File: config.mk
export PLATFORM = sky130hd
export DESIGN_NAME = multiplicador_goldschmidt
export DESIGN_NICKNAME = d
export VERILOG_FILES = /design/src/rtl/multiplicador_goldschmidt.sv
export SDC_FILE = /design/constraint.sdc
export NUM_CORES = 1
export LEC_CHECK = 0
export BUFFER_PORTS_ARGS = -buffer_cell sky130_fd_sc_hd__buf_4
export CORE_MARGIN = 4
export CORE_UTILIZATION = 56
export CTS_CLUSTER_DIAMETER = 200
export DETAILED_ROUTE_END_ITERATION = 6
export HOLD_SLACK_MARGIN = 0.12
export PLACE_DENSITY = 0.78
export SYNTH_ARGS = -nofsm -noshare
export SYNTH_HDL_FRONTEND = slang
export SYNTH_SLANG_ARGS = --single-unit
File: constraint.sdc
create_clock -name clock -period 6 [get_ports clock]
set_input_delay 1.2 -clock clock [delete_from_list [all_inputs] [get_ports clock]]
set_output_delay 1.2 -clock clock [all_outputs]
set_load 0.005 [all_outputs]
File: src/rtl/multiplicador_goldschmidt.sv
// Radix-2 shift-add unsigned fixed-point multiplier (Q(WIDTH-FRAC).FRAC), one
// multiplier bit per clock, fixed WIDTH-cycle latency, start/busy/done handshake.
module multiplicador_goldschmidt #(
  parameter int WIDTH = 32,
  parameter int FRAC  = 30
) (
  input  logic             clock,
  input  logic             reset,
  input  logic             start,
  input  logic [WIDTH-1:0] multiplicando,
  input  logic [WIDTH-1:0] multiplicador,
  output logic             busy,
  output logic             done,
  output logic [WIDTH-1:0] produto,
  output logic             overflow,
  output logic             state_dbg_o
);

  // Handshake: start is taken only on an edge where the unit is idle (busy=0,
  // which includes the done cycle); a start seen while busy is dropped, never
  // queued. done is a one-cycle pulse; produto/overflow hold until the next done.

  localparam int CW = (WIDTH > 1) ? $clog2(WIDTH) : 1;
  localparam int AW = 2 * WIDTH;

  typedef enum logic {
    IDLE = 1'b0,
    RUN  = 1'b1
  } state_t;

  state_t           state_q;
  logic [WIDTH-1:0] a_q;
  logic [WIDTH-1:0] b_q;
  logic [AW-1:0]    acc_q;
  logic [AW-1:0]    acc_d;
  logic [CW-1:0]    cnt_q;
  logic             last_bit;

  // Partial product for the bit under the counter, aligned by its weight.
  always_comb begin
    acc_d = acc_q;
    if (b_q[cnt_q]) begin
      acc_d = acc_q + ({{WIDTH{1'b0}}, a_q} << cnt_q);
    end
  end

  assign last_bit    = (cnt_q == CW'(WIDTH - 1));
  assign state_dbg_o = state_q;

  always_ff @(posedge clock or posedge reset) begin
    if (reset) begin
      state_q  <= IDLE;
      a_q      <= '0;
      b_q      <= '0;
      acc_q    <= '0;
      cnt_q    <= '0;
      busy     <= 1'b0;
      done     <= 1'b0;
      produto  <= '0;
      overflow <= 1'b0;
    end else begin
      done <= 1'b0;
      case (state_q)
        IDLE: begin
          if (start) begin
            a_q     <= multiplicando;
            b_q     <= multiplicador;
            acc_q   <= '0;
            cnt_q   <= '0;
            busy    <= 1'b1;
            state_q <= RUN;
          end
        end
        RUN: begin
          acc_q <= acc_d;
          cnt_q <= cnt_q + 1'b1;
          if (last_bit) begin
            // Keep FRAC fraction bits (floor); integer bits above the format flag overflow.
            produto  <= acc_d[WIDTH+FRAC-1:FRAC];
            overflow <= |acc_d[AW-1:WIDTH+FRAC];
            done     <= 1'b1;
            busy     <= 1'b0;
            state_q  <= IDLE;
          end
        end
        default: state_q <= IDLE;
      endcase
    end
  end

endmodule
==> impl_metrics.ini <==
[drt]
ant_nets = 0
drc = 11
wl_per_cell_um = 19.0
first_pass_iters = 7
num_vias = 11400
drt_first_iter_violations = 1298
drt-total-wl_um = 34900
vias_per_cell = 6.22

[sta]
hold_slack_ns = 0.477
skew_ns = 0.0150
period_share_pct = 91.5
rsz0062_at_grt = no
hold_violations = 0
slew_headroom_pct = 38.4
min_period_ns = 5.49
setup_slack_ns = 0.510
setup_viol = 0
slew_violations = 0
worstMarginPinSlew_ns = 0.923
fmax_ghz = 0.182
fin_tns_setup_ns = 0

[cts]
clk_latency_ns = 0.45
cts_setup_buffers = 0
cts-root-buf = clkbuf_16
cts_hold_buf = 0
clkTransAtPathRegs_ns = 0.08
cts_sinks = 169
cts_tree = done
cts_buffers = 17
cts_resized = 0
cts_buffer_depth = 2
cts-htree-levels = 4

[layout]
n_antenna_cell = 0
nFillCells = 1875
drive_gt1_share_pct = 15.5
nets = 1674
mostFrequentLayoutCell = nand2_1
layout_common_cells = 313 x nand2_1, 166 x dfrtp_1, 122 x o21ai_0
syn2layout_area_growth_pct = 12.0
finalNonFillerCells = 1834

[setup_path]
critPathTopFamily = compound AO/OA/AOI/OAI gates
crit_slowest_cell = dfrtp_2
crit_arrival_ns = 5.82
critPathCaptureType = register
path_buf_inv = 1
critical_path_class = reg2reg
max_stage_delay_ns = 0.78
required_ns = 6.33
cp-start-kind = register
path_max_fanout = 27
crit_chain = buf_4 -> mux4_2 -> mux2_2 -> a21oi_1 -> mux2i_1 -> ha_1 -> and2_1 -> and3_1 -> a221o_1 -> a31o_1 -> o311a_1 -> a21bo_2 -> a311oi_1 -> nor2_1 -> xor2_1 -> o32a_1

[yosys]
synthFlopType = dfrtp_1
ys_seq_elements = 169
ys_warn_count = 0
netlist_area_um2 = 12600
synth_edf_count = 0
synthCells = 1502
synthArstFlopShare_pct = 100
synth_nets = 1635
ys_seq_area_share_pct = 33.6
synthDistinctLibCells = 71
synthesis.area_per_instance_um2 = 8.39

[placed_design]
gp_congestion = 0.996
post-dp-hpwl_um = 25700
post-place-cells = 1802
pre_cts_ws_ns = 0.668
io_buffer_count = 102

[floorplanning]
die_h_um = 158
initial_utilization_pct = 57.4
row_count = 54
coreArea_um2 = 22000
die_area_um2 = 25000
ios = 103
dieWidth_um = 158

[outcome]
violations = DRC
status = complete, but fails checks

[grt]
grt_pass1_vias = 11000
grt_pass1_wl_um = 56900
grt_antenna_before_repair = 0
grt_overflow_total = 0
grt_max_degree = 95
track_usage_pct = 28.5

[min_path]
hold_class = reg2reg

[flow_run]
cap_violations = 0
logic make-up (layout without fill, tap and decap cells):
group / after synthesis / in the layout / share of synthesized area, %
simple gates: 576 / 576 / 19.9
compound gates: 388 / 388 / 18.9
flops: 169 / 169 / 33.6
buf+inv: 128 / 180 / 4.00
mux: 113 / 113 / 12.6
fa+ha+maj: 66 / 66 / 6.62
xor+xnor: 62 / 62 / 4.37
sequential cells by signal, summed over array words and instances (netlist names):
signal,count
acc_q,64
done,1
a_q,32
cnt_q,5
produto,32
state_dbg_o,1
busy,1
b_q,32
overflow,1
per-stage QoR:
stage	area (um^2)	util (%)
floorplan	12600	-
global placement	13500	61.5
detailed placement	13500	61.5
CTS	14100	64.3
global route	14100	64.3
finish	14100	64.3
layer usage:
layer	wire [um]	share of wire [%]	vias to the layer above	GRT usage, %
met4	1170	3.3	0	10.9
met2	15800	45	490	43.9
met1	15700	45	5420	40.9
met3	2170	6.2	98	4.05
met5	0	0	-	0
li1	-	-	5404	-
path summary, 6_finish.rpt:
| kind | from | depth (start not counted) | slack, ns | end |
|---|---|---|---|---|
| worst min register to register | b_q[4] | 2 | 0.48 | b_q[4] |
| min in group asynchronous | reset | 2 | 0.85 | acc_q[13] |
| worst max register to register | cnt_q[0] | 16 | 0.51 | overflow |
| max in group asynchronous | reset | 3 | 4.18 | cnt_q[2] |
| worst min-delay path | b_q[4] | 2 | 0.48 | b_q[4] |
| worst max-delay path | cnt_q[0] | 16 | 0.51 | overflow |
synthesized netlist by cell type, drive strengths merged, types with 26 or more instances:
cell type | n | share of area [%]
nand2 | 314 | 9.4
dfrtp | 169 | 34
o21ai | 127 | 5.1
a21oi | 115 | 4.6
nor2 | 95 | 2.8
clkbuf | 78 | 2.3
ha | 65 | 6.5
nand3 | 58 | 2.3
mux2i | 53 | 4.2
a21o | 39 | 2.3
xnor2 | 38 | 2.7
mux4 | 34 | 6.1
inv | 28 | 0.83
mux2 | 26 | 2.3
final cells by class:
type	count	area (um^2)	share of cell area, %
Clock buffer	17	425	3.01
Tap cell	280	350	2.48
Timing Repair Buffer	120	926	6.56
Sequential cell	169	4230	30.0
Clock inverter	15	176	1.25
Multi-Input combinational cell	1205	7890	55.9
Inverter	28	110	0.780
worst register-to-register path, stage by stage, from the launching register on:
cell and delay, ns:
dfrtp_2 0.78, buf_4 0.30, mux4_2 0.53, mux2_2 0.30, a21oi_1 0.28, mux2i_1 0.23
ha_1 0.42, and2_1 0.21, and3_1 0.24, a221o_1 0.31, a31o_1 0.20, o311a_1 0.41
a21bo_2 0.25, a311oi_1 0.32, nor2_1 0.10, xor2_1 0.18, o32a_1 0.33
Power is not shown: default switching activity piles up to over one toggle a cycle in this logic, so the estimate is an artifact.
